--- src/rtl/csr_pkg.sv ---
// Shared constants and types for the machine-mode CSR file.
package csr_pkg;

  localparam int unsigned CSR_AW     = 12;
  localparam int unsigned CAUSE_W    = 4;
  localparam int unsigned CNT_HALF_W = 32;
  localparam int unsigned CNT_W      = 2 * CNT_HALF_W;

  // Implemented CSR addresses
  localparam logic [CSR_AW-1:0] CSR_MSTATUS = 12'h300;
  localparam logic [CSR_AW-1:0] CSR_MIE     = 12'h304;
  localparam logic [CSR_AW-1:0] CSR_MTVEC   = 12'h305;
  localparam logic [CSR_AW-1:0] CSR_MEPC    = 12'h341;
  localparam logic [CSR_AW-1:0] CSR_MCAUSE  = 12'h342;
  localparam logic [CSR_AW-1:0] CSR_MIP     = 12'h344;
  localparam logic [CSR_AW-1:0] CSR_MCYCLE  = 12'hB00;
  localparam logic [CSR_AW-1:0] CSR_MCYCLEH = 12'hB80;

  typedef enum logic [1:0] {
    CSR_NONE  = 2'b00,
    CSR_WRITE = 2'b01,
    CSR_SET   = 2'b10,
    CSR_CLEAR = 2'b11
  } csr_op_e;

  // Bit positions inside mstatus / mie / mip
  localparam int unsigned MSTATUS_MIE  = 3;
  localparam int unsigned MSTATUS_MPIE = 7;
  localparam int unsigned MIE_MTIE     = 7;
  localparam int unsigned MIE_MEIE     = 11;

  // Interrupt cause codes
  localparam logic [CAUSE_W-1:0] CAUSE_MTI = 4'd7;
  localparam logic [CAUSE_W-1:0] CAUSE_MEI = 4'd11;

  typedef struct packed {
    logic               irq;
    logic [CAUSE_W-1:0] code;
  } trap_cause_t;

endpackage

--- src/rtl/csr_file_if.sv ---
// CSR access bus between execute stage and CSR file.
interface csr_file_if #(
  parameter int unsigned XLEN = 32
);
  import csr_pkg::*;

  logic [CSR_AW-1:0] addr;
  csr_op_e           csr_op;
  logic [XLEN-1:0]   wdata;
  logic [XLEN-1:0]   rdata;
  logic              illegal;

  modport master (output addr, output csr_op, output wdata, input rdata, input illegal);
  modport slave  (input addr, input csr_op, input wdata, output rdata, output illegal);

endinterface

--- src/rtl/csr_counter64.sv ---
// Free-running 64-bit cycle counter with per-half overwrite.
module csr_counter64
  import csr_pkg::*;
(
  input  logic                  clk,
  input  logic                  rst,
  input  logic                  wr_lo,
  input  logic                  wr_hi,
  input  logic [CNT_HALF_W-1:0] wdata,
  output logic [CNT_W-1:0]      count_q
);

  logic [CNT_W-1:0] count_d;

  // A half write replaces that half and holds off the increment for the cycle
  always_comb begin
    count_d = count_q + CNT_W'(1);
    if (wr_lo) begin
      count_d = {count_q[CNT_W-1:CNT_HALF_W], wdata};
    end else if (wr_hi) begin
      count_d = {wdata, count_q[CNT_HALF_W-1:0]};
    end
  end

  // Counter register, synchronous active-low reset
  always_ff @(posedge clk) begin
    if (!rst) begin
      count_q <= '0;
    end else begin
      count_q <= count_d;
    end
  end

endmodule

--- src/rtl/csr_file.sv ---
// Machine-mode CSR file: read-modify-write, interrupt latch, trap entry and mret.
module csr_file
  import csr_pkg::*;
#(
  parameter int unsigned     XLEN        = 32,
  parameter bit              VECTORED_EN = 1'b1,
  parameter bit              MCYCLE_EN   = 1'b1,
  parameter logic [XLEN-1:0] MTVEC_RST   = XLEN'(32'h0000_0100)
) (
  input  logic               clk,
  input  logic               rst,
  csr_file_if.slave          bus,
  input  logic [XLEN-1:0]    pc,
  input  logic               instr_valid,
  input  logic               exc_valid,
  input  logic [CAUSE_W-1:0] exc_cause,
  input  logic               mret,
  input  logic               irq_timer,
  input  logic               irq_ext,
  output logic               trap_taken,
  output logic [XLEN-1:0]    trap_pc,
  output logic [XLEN-1:0]    epc
);

  localparam int unsigned BASE_W = XLEN - 2;

  // Architectural state
  logic              mst_mie_q,  mst_mie_d;
  logic              mst_mpie_q, mst_mpie_d;
  logic              mie_mtie_q, mie_mtie_d;
  logic              mie_meie_q, mie_meie_d;
  logic              mip_mtip_q, mip_mtip_d;
  logic              mip_meip_q, mip_meip_d;
  logic [BASE_W-1:0] mtvec_base_q, mtvec_base_d;
  logic              mtvec_mode_q, mtvec_mode_d;
  logic [BASE_W-1:0] mepc_q, mepc_d;
  logic [XLEN-1:0]   mcause_q, mcause_d;

  logic [CNT_W-1:0]  cycle_cnt;
  logic              cnt_wr_lo_c, cnt_wr_hi_c;

  logic              access_c, hit_c, csr_we_c, mret_do_c;
  logic              int_ext_c, int_tmr_c, int_pend_c;
  logic [XLEN-1:0]   old_c, new_c;
  trap_cause_t       cause_c;

  logic              unused_pc_lsb;
  assign unused_pc_lsb = ^pc[1:0];

  // Old-value read mux and address decode
  always_comb begin
    hit_c = 1'b0;
    old_c = '0;
    case (bus.addr)
      CSR_MSTATUS: begin
        hit_c               = 1'b1;
        old_c[MSTATUS_MIE]  = mst_mie_q;
        old_c[MSTATUS_MPIE] = mst_mpie_q;
      end
      CSR_MIE: begin
        hit_c           = 1'b1;
        old_c[MIE_MTIE] = mie_mtie_q;
        old_c[MIE_MEIE] = mie_meie_q;
      end
      CSR_MTVEC: begin
        hit_c = 1'b1;
        old_c = {mtvec_base_q, 1'b0, mtvec_mode_q};
      end
      CSR_MEPC: begin
        hit_c = 1'b1;
        old_c = {mepc_q, 2'b00};
      end
      CSR_MCAUSE: begin
        hit_c = 1'b1;
        old_c = mcause_q;
      end
      CSR_MIP: begin
        hit_c           = 1'b1;
        old_c[MIE_MTIE] = mip_mtip_q;
        old_c[MIE_MEIE] = mip_meip_q;
      end
      CSR_MCYCLE: begin
        hit_c = MCYCLE_EN;
        old_c = XLEN'(cycle_cnt[CNT_HALF_W-1:0]);
      end
      CSR_MCYCLEH: begin
        hit_c = MCYCLE_EN;
        old_c = XLEN'(cycle_cnt[CNT_W-1:CNT_HALF_W]);
      end
      default: begin
        hit_c = 1'b0;
        old_c = '0;
      end
    endcase
  end

  assign access_c    = (bus.csr_op != CSR_NONE);
  assign bus.illegal = access_c & ~hit_c;
  assign bus.rdata   = (access_c & hit_c) ? old_c : '0;

  // Write/set/clear value computed from the pre-write CSR contents
  always_comb begin
    new_c = bus.wdata;
    case (bus.csr_op)
      CSR_SET:   new_c = old_c | bus.wdata;
      CSR_CLEAR: new_c = old_c & ~bus.wdata;
      default:   new_c = bus.wdata;
    endcase
  end

  // Trap request, cause priority and redirect target
  always_comb begin
    int_ext_c  = mie_meie_q & mip_meip_q;
    int_tmr_c  = mie_mtie_q & mip_mtip_q;
    int_pend_c = mst_mie_q & (int_ext_c | int_tmr_c);
    trap_taken = instr_valid & (exc_valid | int_pend_c);
    mret_do_c  = instr_valid & mret & ~trap_taken;

    if (exc_valid) begin
      cause_c = '{irq: 1'b0, code: exc_cause};
    end else if (int_ext_c) begin
      cause_c = '{irq: 1'b1, code: CAUSE_MEI};
    end else begin
      cause_c = '{irq: 1'b1, code: CAUSE_MTI};
    end

    trap_pc = {mtvec_base_q, 2'b00};
    if (mtvec_mode_q && cause_c.irq) begin
      trap_pc = {mtvec_base_q, 2'b00} + (XLEN'(cause_c.code) << 2);
    end
  end

  // Read-only-access forms (set/clear with zero operand) never write
  assign csr_we_c = access_c & hit_c & ~trap_taken &
                    ~(((bus.csr_op == CSR_SET) || (bus.csr_op == CSR_CLEAR)) &&
                      (bus.wdata == '0));

  assign cnt_wr_lo_c = csr_we_c & (bus.addr == CSR_MCYCLE);
  assign cnt_wr_hi_c = csr_we_c & (bus.addr == CSR_MCYCLEH);

  assign epc = {mepc_q, 2'b00};

  // Next state: trap beats mret, mret beats an mstatus write
  always_comb begin
    mst_mie_d    = mst_mie_q;
    mst_mpie_d   = mst_mpie_q;
    mie_mtie_d   = mie_mtie_q;
    mie_meie_d   = mie_meie_q;
    mip_mtip_d   = irq_timer;
    mip_meip_d   = irq_ext;
    mtvec_base_d = mtvec_base_q;
    mtvec_mode_d = mtvec_mode_q;
    mepc_d       = mepc_q;
    mcause_d     = mcause_q;

    if (trap_taken) begin
      mepc_d                = pc[XLEN-1:2];
      mcause_d              = '0;
      mcause_d[XLEN-1]      = cause_c.irq;
      mcause_d[CAUSE_W-1:0] = cause_c.code;
      mst_mpie_d            = mst_mie_q;
      mst_mie_d             = 1'b0;
    end else begin
      if (csr_we_c) begin
        case (bus.addr)
          CSR_MSTATUS: begin
            mst_mie_d  = new_c[MSTATUS_MIE];
            mst_mpie_d = new_c[MSTATUS_MPIE];
          end
          CSR_MIE: begin
            mie_mtie_d = new_c[MIE_MTIE];
            mie_meie_d = new_c[MIE_MEIE];
          end
          CSR_MTVEC: begin
            mtvec_base_d = new_c[XLEN-1:2];
            mtvec_mode_d = VECTORED_EN & new_c[0];
          end
          CSR_MEPC:   mepc_d   = new_c[XLEN-1:2];
          CSR_MCAUSE: mcause_d = new_c;
          default:    ;
        endcase
      end
      if (mret_do_c) begin
        mst_mie_d  = mst_mpie_q;
        mst_mpie_d = 1'b1;
      end
    end
  end

  // State registers, synchronous active-low reset
  always_ff @(posedge clk) begin
    if (!rst) begin
      mst_mie_q    <= 1'b0;
      mst_mpie_q   <= 1'b0;
      mie_mtie_q   <= 1'b0;
      mie_meie_q   <= 1'b0;
      mip_mtip_q   <= 1'b0;
      mip_meip_q   <= 1'b0;
      mtvec_base_q <= MTVEC_RST[XLEN-1:2];
      mtvec_mode_q <= VECTORED_EN & MTVEC_RST[0];
      mepc_q       <= '0;
      mcause_q     <= '0;
    end else begin
      mst_mie_q    <= mst_mie_d;
      mst_mpie_q   <= mst_mpie_d;
      mie_mtie_q   <= mie_mtie_d;
      mie_meie_q   <= mie_meie_d;
      mip_mtip_q   <= mip_mtip_d;
      mip_meip_q   <= mip_meip_d;
      mtvec_base_q <= mtvec_base_d;
      mtvec_mode_q <= mtvec_mode_d;
      mepc_q       <= mepc_d;
      mcause_q     <= mcause_d;
    end
  end

  // Optional 64-bit cycle counter
  generate
    if (MCYCLE_EN) begin : g_mcycle
      csr_counter64 u_counter (
        .clk     (clk),
        .rst     (rst),
        .wr_lo   (cnt_wr_lo_c),
        .wr_hi   (cnt_wr_hi_c),
        .wdata   (CNT_HALF_W'(new_c)),
        .count_q (cycle_cnt)
      );
    end else begin : g_no_mcycle
      assign cycle_cnt = '0;
    end
  endgenerate

endmodule

--- src/flat_wrapper.sv ---
// flat-port wrapper written by rule: the top's interface ports become plain ports
module csr_file_flat import csr_pkg::*;
#(
  parameter int unsigned     XLEN        = 32,
  parameter bit              VECTORED_EN = 1'b1,
  parameter bit              MCYCLE_EN   = 1'b1,
  parameter logic [XLEN-1:0] MTVEC_RST   = XLEN'(32'h0000_0100)
)
  (clk, rst, pc, instr_valid, exc_valid, exc_cause, mret, irq_timer, irq_ext, trap_taken, trap_pc, epc, bus_addr, bus_csr_op, bus_wdata, bus_rdata, bus_illegal);
  csr_file_if #(.XLEN(XLEN)) bus_i ();
  input  logic clk;
  input  logic rst;
  input  logic [XLEN-1:0] pc;
  input  logic instr_valid;
  input  logic exc_valid;
  input  logic [CAUSE_W-1:0] exc_cause;
  input  logic mret;
  input  logic irq_timer;
  input  logic irq_ext;
  output logic trap_taken;
  output logic [XLEN-1:0] trap_pc;
  output logic [XLEN-1:0] epc;
  input wire logic [$bits(bus_i.addr)-1:0] bus_addr;
  input wire logic [$bits(bus_i.csr_op)-1:0] bus_csr_op;
  input wire logic [$bits(bus_i.wdata)-1:0] bus_wdata;
  output wire logic [$bits(bus_i.rdata)-1:0] bus_rdata;
  output wire logic [$bits(bus_i.illegal)-1:0] bus_illegal;
  assign bus_i.addr = bus_addr;
  assign bus_i.csr_op = bus_csr_op;
  assign bus_i.wdata = bus_wdata;
  assign bus_rdata = bus_i.rdata;
  assign bus_illegal = bus_i.illegal;
  csr_file #(.XLEN(XLEN), .VECTORED_EN(VECTORED_EN), .MCYCLE_EN(MCYCLE_EN), .MTVEC_RST(MTVEC_RST)) u_core (.clk(clk), .rst(rst), .bus(bus_i), .pc(pc), .instr_valid(instr_valid), .exc_valid(exc_valid), .exc_cause(exc_cause), .mret(mret), .irq_timer(irq_timer), .irq_ext(irq_ext), .trap_taken(trap_taken), .trap_pc(trap_pc), .epc(epc));
endmodule
--- config.mk ---
export PLATFORM = sky130hd
export DESIGN_NAME = csr_file_flat
export DESIGN_NICKNAME = d
export VERILOG_FILES = /design/src/rtl/csr_pkg.sv /design/src/rtl/csr_file_if.sv /design/src/rtl/csr_counter64.sv /design/src/rtl/csr_file.sv /design/src/flat_wrapper.sv
export SDC_FILE = /design/constraint.sdc
export NUM_CORES = 1
export LEC_CHECK = 0
export BUFFER_PORTS_ARGS = -buffer_cell sky130_fd_sc_hd__buf_4
export CORE_AREA = 2 2 186 170
export CTS_BUF_LIST = sky130_fd_sc_hd__clkbuf_2
export DETAILED_ROUTE_END_ITERATION = 6
export DIE_AREA = 0 0 188 172
export HOLD_SLACK_MARGIN = 0.15
export SETUP_SLACK_MARGIN = 0.15
export SLEW_MARGIN = 20
export SYNTH_ARGS = -nofsm -noshare
export SYNTH_HDL_FRONTEND = slang
export SYNTH_HIERARCHICAL = 1
export SYNTH_SLANG_ARGS = --single-unit
export TNS_END_PERCENT = 30
--- constraint.sdc ---
create_clock -name clk -period 4 [get_ports clk]
set_clock_uncertainty 0.2 [all_clocks]
set_input_delay 0.2 -clock clk [delete_from_list [all_inputs] [get_ports clk]]
set_output_delay 0.2 -clock clk [all_outputs]
set_load 0.1 [all_outputs]
==> impl_metrics.prom, run 1 <==
# TYPE chip_impl_metric gauge
chip_impl_metric{name="syn_area_per_cell",unit="sq um"} 7.55
chip_impl_info{name="crit_path_cell_trace",value="dlygate4sd3_1, buf_4, or4b_1, nor4_4, buf_4, a22oi_1, a21oi_1, buf_4"} 1
chip_impl_info{name="cp-end-kind",value="primary output"} 1
chip_impl_metric{name="fin_nets",unit=""} 1872
chip_impl_metric{name="cts.reportedPaths.clkPinSlew",unit="ps"} 260
chip_impl_metric{name="layout.area.seq",unit="sq um"} 3270
chip_impl_metric{name="wire_per_inst",unit="um"} 21.5
chip_impl_metric{name="power.static_leakage",unit="nW"} 5.71
chip_impl_metric{name="rows",unit=""} 61
chip_impl_metric{name="via_density",unit=""} 5.86
chip_impl_metric{name="share_of_layout_cells_above_drive_strength_1",unit="%"} 18.2
chip_impl_info{name="path_delay_family",value="buffers and inverters"} 1
chip_impl_metric{name="maxSlewViolCount",unit=""} 0
chip_impl_info{name="highest_layer",value="met4"} 1
chip_impl_metric{name="die-height",unit="um"} 172
chip_impl_metric{name="io_buffer_count",unit=""} 180
chip_impl_metric{name="placed_wire_length_estimate_after_detailed_placement",unit="um"} 33300
chip_impl_metric{name="first_iter_violations",unit=""} 1442
chip_impl_metric{name="met3_wirelength",unit="um"} 4200
chip_impl_metric{name="drt_drc_violations_left",unit=""} 4
chip_impl_metric{name="num-fill-cells",unit=""} 2905
chip_impl_metric{name="timing.critical_path.required",unit="ps"} 3600
chip_impl_metric{name="hold_viol_final",unit=""} 0
chip_impl_metric{name="period_share",unit="%"} 98.3
chip_impl_info{name="failed_checks",value="DRC"} 1
chip_impl_metric{name="relSlewSlack",unit="%"} 32.2
chip_impl_metric{name="path_length_in_cells_of_the_critical_path",unit=""} 8
chip_impl_metric{name="start_util",unit="%"} 34.6
chip_impl_info{name="dominantRegCellSynth",value="sky130_fd_sc_hd__dfxtp_1"} 1
chip_impl_metric{name="ioPinCount",unit=""} 187
chip_impl_metric{name="crit_path_max_incr_delay",unit="ps"} 710
chip_impl_metric{name="synth_sequential_area_ratio",unit="%"} 31.0
chip_impl_metric{name="gr-usage-all-layers",unit="%"} 28.7
chip_impl_info{name="crit_path_frequent_cell",value="sky130_fd_sc_hd__buf_4"} 1
chip_impl_metric{name="multiInputGateArea",unit="sq um"} 6690
chip_impl_metric{name="powerDensity",unit="nW/um^2"} 227
chip_impl_metric{name="worstRegToRegCells",unit=""} 9
chip_impl_metric{name="core_footprint",unit="sq um"} 30500
chip_impl_metric{name="maxCapViolations",unit=""} 0
chip_impl_info{name="grt_setup_unrepaired",value="true"} 1
chip_impl_metric{name="grt_antenna_before_repair",unit=""} 1
chip_impl_metric{name="crit_arrival",unit="ps"} 3530
chip_impl_metric{name="synth.cell_area",unit="sq um"} 10500
chip_impl_metric{name="global_route.overflow_total",unit=""} 0
chip_impl_metric{name="ctsLongestPathBuffers",unit=""} 2
chip_impl_metric{name="tightestPinTransition",unit="ps"} 1010
chip_impl_info{name="outcome",value="finished, violations left"} 1
chip_impl_metric{name="fmaxAchievable",unit="GHz"} 0.254
chip_impl_metric{name="drt.antenna.violating_nets",unit=""} 0
chip_impl_metric{name="yosysUniqueCellTypes",unit=""} 83
chip_impl_metric{name="switching_share",unit="%"} 33.6
chip_impl_metric{name="numClockSinks",unit=""} 163
chip_impl_info{name="synthTopCellsByArea",value="sky130_fd_sc_hd__dfxtp_1 (31%), sky130_fd_sc_hd__a22oi_1 (5.9%), sky130_fd_sc_hd__nand2_1 (5.6%), sky130_fd_sc_hd__nor2_1 (3.7%), sky130_fd_sc_hd__a21oi_1 (3.6%)"} 1
chip_impl_info{name="hold_path.class",value="in2reg"} 1
chip_impl_metric{name="cts_buffers",unit=""} 17
chip_impl_info{name="synth_top_cell_by_area",value="sky130_fd_sc_hd__dfxtp_1"} 1
chip_impl_info{name="synth.top_cells.by_count",value="sky130_fd_sc_hd__dfxtp_1 (163), sky130_fd_sc_hd__nand2_1 (156), sky130_fd_sc_hd__nor2_1 (103)"} 1
chip_impl_metric{name="routed-wl-met2",unit="um"} 21800
chip_impl_info{name="synth.most_common_cell",value="sky130_fd_sc_hd__dfxtp_1"} 1
chip_impl_metric{name="post_cts.repair.setup_buffers",unit=""} 0
chip_impl_metric{name="worstPathMaxFanout",unit=""} 14
chip_impl_metric{name="area.growth.synth_to_final",unit="%"} 42.3
chip_impl_metric{name="synth-warning-count",unit=""} 6
chip_impl_metric{name="power.internal",unit="mW"} 2.26
chip_impl_info{name="cts_tree",value="yes"} 1
chip_impl_metric{name="die-width",unit="um"} 188
chip_impl_metric{name="total_number_of_vias",unit=""} 12900
chip_impl_metric{name="synth_cells",unit=""} 1396
chip_impl_metric{name="die_area",unit="sq um"} 32300
chip_impl_metric{name="met1Wirelength",unit="um"} 19700
chip_impl_metric{name="switchingPower",unit="mW"} 1.15
chip_impl_metric{name="ctsHtreeMaxLevel",unit=""} 4
chip_impl_metric{name="synth_enable_flop_cells",unit=""} 0
chip_impl_metric{name="setup_viol",unit=""} 0
chip_impl_metric{name="worst_hold_path.num_cells",unit=""} 4
chip_impl_metric{name="finalSetupTns",unit="ps"} 0
chip_impl_metric{name="grt_first_pass_wirelength",unit="um"} 72100
chip_impl_metric{name="portion_of_total_power_attributed_to_sequential_cells",unit="%"} 49.5
chip_impl_info{name="cp_slowest_cell",value="sky130_fd_sc_hd__nor4_4"} 1
chip_impl_metric{name="grt_max_degree",unit=""} 60
chip_impl_metric{name="worstSkewPairLatency",unit="ps"} 810
chip_impl_metric{name="place_congestion",unit=""} 0.946
chip_impl_metric{name="async_reset_ff_share",unit="%"} 0
chip_impl_metric{name="yosys.area.top_type_share",unit="%"} 31.0
chip_impl_info{name="clock_tree.root_cell",value="sky130_fd_sc_hd__clkbuf_2"} 1
chip_impl_metric{name="post-route-min-period",unit="ps"} 3930
chip_impl_metric{name="route.final.wire_length",unit="um"} 47200
chip_impl_metric{name="clock_network_power_share",unit="%"} 29.1
chip_impl_metric{name="grt_pass1_vias",unit=""} 12100
chip_impl_metric{name="first_pass_iteration_count_of_the_detailed_router",unit=""} 7
chip_impl_metric{name="hold-worst-slack",unit="ps"} 214
chip_impl_info{name="path_class",value="in2out"} 1
chip_impl_metric{name="combPwrFrac",unit="%"} 21.3
chip_impl_metric{name="ir_worst_vdd",unit="mV"} 0.249
chip_impl_metric{name="cp_num_buf_inv",unit=""} 4
chip_impl_info{name="start_kind",value="primary input"} 1
chip_impl_metric{name="ys_ff_latch",unit=""} 163
==> registers in the layout (all words and copies together), names as in the netlist <==
signal                             cells
u_core/g_mcycle.u_counter/count_q     64
u_core/mcause_q                       32
u_core/mepc_q                         30
u_core/mie_meie_q                      1
u_core/mie_mtie_q                      1
u_core/mip_meip_q                      1
u_core/mip_mtip_q                      1
u_core/mst_mie_q                       1
u_core/mst_mpie_q                      1
u_core/mtvec_base_q                   30
u_core/mtvec_mode_q                    1
==> metal layers <==
metal / GRT usage [%] / up-vias
li1: - / 5930
met1: 38.3 / 6136
met2: 46.9 / 708
met3: 5.07 / 114
met4: 9.72 / 0
met5: 0 / -
==> layout by cell type, fill, tap and decap left out, types with 6 or more instances in the layout <==
cell / count
sky130_fd_sc_hd__a22oi_1: 83
sky130_fd_sc_hd__o21ai_0: 74
sky130_fd_sc_hd__xnor2_1: 36
sky130_fd_sc_hd__xor2_1: 27
sky130_fd_sc_hd__nor2_1: 99
sky130_fd_sc_hd__clkbuf_2: 17
sky130_fd_sc_hd__dfxtp_1: 161
sky130_fd_sc_hd__mux2i_1: 26
sky130_fd_sc_hd__nor4_1: 28
sky130_fd_sc_hd__nand4_1: 33
sky130_fd_sc_hd__mux2_2: 19
sky130_fd_sc_hd__nor2b_1: 14
sky130_fd_sc_hd__nor3_1: 28
sky130_fd_sc_hd__o211ai_1: 16
sky130_fd_sc_hd__and3_1: 15
sky130_fd_sc_hd__a22o_1: 11
sky130_fd_sc_hd__nand3_1: 58
sky130_fd_sc_hd__and4_1: 8
sky130_fd_sc_hd__a21o_1: 18
sky130_fd_sc_hd__a221oi_1: 7
sky130_fd_sc_hd__nand2_1: 155
sky130_fd_sc_hd__nor2_2: 6
sky130_fd_sc_hd__a31oi_1: 27
sky130_fd_sc_hd__a21oi_1: 73
sky130_fd_sc_hd__dlygate4sd3_1: 225
sky130_fd_sc_hd__buf_4: 232
sky130_fd_sc_hd__o22ai_1: 47
sky130_fd_sc_hd__a211oi_1: 23
sky130_fd_sc_hd__o21ai_1: 23
sky130_fd_sc_hd__or4_1: 16
sky130_fd_sc_hd__inv_1: 64
==> power by group through the flow <==
stage          registers [mW]  clock network, mW  logic [mW]
2_1_floorplan            1.81                  0       0.216
3_5_place_dp             1.72                  0       0.534
3_3_place_gp             1.71                  0       0.531
4_1_cts                  1.69               1.01       0.706
6_report                 1.69              0.992       0.727
5_1_grt                  1.69               1.07       0.760
==> layout make-up <==
type	instances	area share (%)
sequential	163	21.8
clock inverter	15	1.14
tap	409	3.41
multi-input combinational	1070	44.6
timing repair buffer	460	26.9
clock buffer	17	0.567
inverter	65	1.63
antenna	1	0.0167
==> path summary, 6_finish.rpt <==
kind	slack [ps]	start	endpoint
worst max register to register	430	u_core/mip_meip_q	u_core/mepc_q[28]
worst min register to register	290	u_core/mcause_q[11]	u_core/mcause_q[11]
worst min-delay path	210	rst	u_core/mtvec_base_q[0]
worst max-delay path	70	bus_addr[2]	bus_rdata[6]
==> logic make-up after synthesis <==
kind of cell	Yosys count	share of synthesized area, %
XOR/XNOR	63	5.24
AO/OA/AOI/OAI	436	26.7
adder cells (fa/ha/maj)	6	0.784
buffers and inverters	166	6.35
multiplexers	45	4.50
flip-flops	163	31.0
AND/OR/NAND/NOR	516	25.4
other	1	0.0356
==> per-stage QoR <==
step	area, sq um	utilization [%]	cells	power [mW]	setup WS (ps)
2_1_floorplan	10500	-	1399	2.03	153
3_3_place_gp	12400	40.8	1942	2.25	350
3_5_place_dp	12400	40.8	1942	2.25	351
4_1_cts	14900	49.0	2198	3.40	136
5_1_grt	15000	49.3	2200	3.52	50.5
6_report	15000	49.3	2200	3.41	66.0
==> timing repair <==
action / CTS / global route
gates resized for setup: 1 / 13
cloned: 0 / 0
endpoints found under the hold margin: 163 / 1
endpoints found under the setup margin: 5 / 37
hold buffers: 224 / 1
==> tightest hold or removal path, stage by stage <==
cell                            delay, ps
sky130_fd_sc_hd__dlygate4sd3_1        540
sky130_fd_sc_hd__buf_4                250
sky130_fd_sc_hd__nand2_1              110
sky130_fd_sc_hd__o21ai_0               60
(Power assumes the default switching activity.)
==> run 2, diff against run 1 <==
--- a/config.mk
+++ b/config.mk
@@ -5,11 +5,11 @@
 export SDC_FILE = /design/constraint.sdc
 export NUM_CORES = 1
 export LEC_CHECK = 0
-export BUFFER_PORTS_ARGS = -buffer_cell sky130_fd_sc_hd__buf_4
 export CORE_AREA = 2 2 186 170
 export CTS_BUF_LIST = sky130_fd_sc_hd__clkbuf_2
 export DETAILED_ROUTE_END_ITERATION = 6
 export DIE_AREA = 0 0 188 172
+export DONT_BUFFER_PORTS = 1
 export HOLD_SLACK_MARGIN = 0.15
 export SETUP_SLACK_MARGIN = 0.15
 export SLEW_MARGIN = 20
==> run 2 against run 1 <==
Effect of this change: the run now ends clean; clock-buffer cell count is 2 higher; flip-flop and latch count stayed put; global-route usage is 0.72 points higher; largest power group unchanged; fmax is 1.8% higher; sequential power is 3% higher; critical path type is now in2reg.
==> impl_metrics.prom, run 2 (same netlist as run 1, synthesis figures left out) <==
# TYPE chip_impl_metric gauge
chip_impl_info{name="outcome",value="finished, final reports clean"} 1
chip_impl_metric{name="setup_viol",unit=""} 0
chip_impl_metric{name="die-width",unit="um"} 188
chip_impl_info{name="r2r-start",value="u_core/mie_mtie_q"} 1
chip_impl_metric{name="powerDensity",unit="nW/um^2"} 224
chip_impl_info{name="crit_path_frequent_cell",value="sky130_fd_sc_hd__dlygate4sd3_1"} 1
chip_impl_info{name="path_class",value="in2reg"} 1
chip_impl_info{name="max_flop_register",value="u_core/g_mcycle.u_counter/count_q"} 1
chip_impl_metric{name="maxCapViolations",unit=""} 0
chip_impl_metric{name="layout.area.seq",unit="sq um"} 3270
chip_impl_metric{name="fin_nets",unit=""} 1781
chip_impl_info{name="startpoint",value="bus_addr[1]"} 1
chip_impl_info{name="hold_path.class",value="in2reg"} 1
chip_impl_metric{name="via_density",unit=""} 6.17
chip_impl_metric{name="crit_path_max_incr_delay",unit="ps"} 670
chip_impl_metric{name="global_route.overflow_total",unit=""} 0
chip_impl_metric{name="wire_per_inst",unit="um"} 23.2
chip_impl_metric{name="ctsHtreeMaxLevel",unit=""} 4
chip_impl_metric{name="worstRegToRegCells",unit=""} 10
chip_impl_metric{name="worstSkewPairLatency",unit="ps"} 810
chip_impl_metric{name="relSlewSlack",unit="%"} 26.1
chip_impl_metric{name="maxSlewViolCount",unit=""} 0
chip_impl_metric{name="area.growth.synth_to_final",unit="%"} 40.5
chip_impl_metric{name="period_share",unit="%"} 96.6
chip_impl_metric{name="cts.reportedPaths.clkPinSlew",unit="ps"} 270
chip_impl_metric{name="gr-usage-all-layers",unit="%"} 29.4
chip_impl_info{name="cts_tree",value="yes"} 1
chip_impl_metric{name="crit_arrival",unit="ps"} 4400
chip_impl_metric{name="grt_max_degree",unit=""} 77
chip_impl_metric{name="route.final.wire_length",unit="um"} 48900
chip_impl_info{name="crit_path_end",value="u_core/mtvec_base_q[6]"} 1
chip_impl_info{name="layout.cells.most_common_list",value="sky130_fd_sc_hd__dlygate4sd3_1 (233), sky130_fd_sc_hd__dfxtp_1 (161), sky130_fd_sc_hd__nand2_1 (155), sky130_fd_sc_hd__buf_4 (121), sky130_fd_sc_hd__nor2_1 (87)"} 1
chip_impl_info{name="cp-end-kind",value="register"} 1
chip_impl_metric{name="post-route-min-period",unit="ps"} 3860
chip_impl_metric{name="first_pass_iteration_count_of_the_detailed_router",unit=""} 6
chip_impl_metric{name="rows",unit=""} 61
chip_impl_metric{name="total_number_of_vias",unit=""} 13000
chip_impl_metric{name="cts_buffers",unit=""} 17
chip_impl_info{name="timing.rr.end",value="u_core/mepc_q[16]"} 1
chip_impl_metric{name="first_iter_violations",unit=""} 1808
chip_impl_metric{name="die-height",unit="um"} 172
chip_impl_info{name="start_kind",value="primary input"} 1
chip_impl_metric{name="placed_wire_length_estimate_after_detailed_placement",unit="um"} 32600
chip_impl_metric{name="final_core_util",unit="%"} 48.6
chip_impl_metric{name="worstPathMaxFanout",unit=""} 40
chip_impl_metric{name="io_buffer_count",unit=""} 0
chip_impl_metric{name="grt_pass1_vias",unit=""} 12200
chip_impl_info{name="most_common_cell_after_layout_fill_and_taps_aside",value="sky130_fd_sc_hd__dlygate4sd3_1"} 1
chip_impl_metric{name="ioPinCount",unit=""} 187
chip_impl_metric{name="largest_register_ff_count",unit=""} 64
chip_impl_info{name="grt_setup_unrepaired",value="true"} 1
chip_impl_metric{name="fmaxAchievable",unit="GHz"} 0.259
chip_impl_metric{name="ir_worst_vdd",unit="mV"} 0.185
chip_impl_info{name="crit_path_cell_trace",value="or4bb_1, dlygate4sd3_1, nor3_2, dlygate4sd3_1, nor3b_4, dlygate4sd3_1, buf_6, mux2i_1, nand2_1, dlygate4sd3_1"} 1
chip_impl_metric{name="grt_antenna_before_repair",unit=""} 3
chip_impl_metric{name="tightestPinTransition",unit="ps"} 1110
chip_impl_metric{name="start_util",unit="%"} 34.6
chip_impl_metric{name="place_congestion",unit=""} 0.920
chip_impl_metric{name="multiInputGateArea",unit="sq um"} 7070
chip_impl_metric{name="numClockSinks",unit=""} 163
chip_impl_metric{name="share_of_layout_cells_above_drive_strength_1",unit="%"} 17.3
chip_impl_metric{name="power.static_leakage",unit="nW"} 5.47
chip_impl_metric{name="core_footprint",unit="sq um"} 30500
chip_impl_metric{name="timing.critical_path.required",unit="ps"} 4540
chip_impl_metric{name="num-fill-cells",unit=""} 2885
chip_impl_info{name="cp_slowest_cell",value="sky130_fd_sc_hd__dlygate4sd3_1"} 1
chip_impl_metric{name="drt_drc_violations_left",unit=""} 0
chip_impl_metric{name="grt_first_pass_wirelength",unit="um"} 73500
chip_impl_metric{name="finalSetupTns",unit="ps"} 0
chip_impl_metric{name="ff2ff_setup_slack",unit="ps"} 270
chip_impl_metric{name="die_area",unit="sq um"} 32300
chip_impl_metric{name="drt.antenna.violating_nets",unit=""} 0
chip_impl_info{name="reg_top3",value="u_core/g_mcycle.u_counter/count_q (64), u_core/mcause_q (32)"} 1
chip_impl_metric{name="hold_viol_final",unit=""} 0
chip_impl_metric{name="ctsLongestPathBuffers",unit=""} 2
chip_impl_info{name="clock_tree.root_cell",value="sky130_fd_sc_hd__clkbuf_2"} 1
run 2: cell types whose count changed in the layout (fill, tap and decap cells not counted), sizes merged, moves of 2 or more:
cell,before,now
buf,235,134
dlygate4sd3,225,233
inv,71,66
clkbuf,17,20
clkinv,4,7
clkinvlp,3,1
diode,1,3
run 2: worst max-delay path: cells and delay by family:
kind / cells / cell delay, ps
multiplexers: 1 / 240
AND/OR/NAND/NOR: 4 / 1170
buffers and inverters: 5 / 2750
run 2: what timing repair did:
action	4_1_cts	5_1_grt
hold endpoints to repair	163	2
hold buffers	236	1
setup endpoints to repair	12	54
resized for setup	5	35
cloned	0	1
pin swaps	0	3
setup buffers	0	4
run 2: final cells by class:
type,instances,area share (%)
Inverter,65,1.67
Antenna cell,3,0.0507
Timing Repair Buffer,369,23.4
Clock buffer,19,0.642
Multi-Input combinational cell,1070,47.8
Sequential cell,163,22.1
Clock inverter,12,0.938
Tap cell,409,3.46
run 2: power by group:
part           total [mW]  leakage [nW]  switching [mW]  internal, mW
registers            1.74          1.32          0.0864          1.66
clock network       0.989         0.149           0.646         0.343
logic               0.592          4.00           0.349         0.244
total                3.32          5.47            1.08          2.24
run 2: worst min path at each step:
stage | startpoint | to | slack, ps | cells after the start
floorplan | pc[30] | u_core/mepc_q[28] | 130 | 2
global placement | rst | u_core/mtvec_base_q[6] | 100 | 1
detailed placement | rst | u_core/mtvec_base_q[6] | 100 | 1
CTS | bus_addr[3] | u_core/g_mcycle.u_counter/count_q[61] | 150 | 10
global route | bus_csr_op[1] | u_core/mcause_q[4] | 180 | 7
finish | bus_csr_op[1] | u_core/mcause_q[4] | 160 | 7
run 2: per-stage QoR:
step	std cells	cell area (sq um)	hold slack [ps]	setup slack [ps]	power, mW
after floorplan	1399	10500	125	153	2.03
after global placement	1835	12000	98.9	459	2.10
after detailed placement	1835	12000	103	442	2.11
after CTS	2102	14600	152	119	3.28
after global routing	2110	14800	176	104	3.39
final	2110	14800	161	135	3.32
run 2: metal layers:
metal	vias up	global-route usage [%]	routed length, um
met4	0	12.4	1930
li1	5735	-	-
met2	923	46.4	21700
met5	-	0	0
met1	6190	38.6	19500
met3	171	7.08	5740
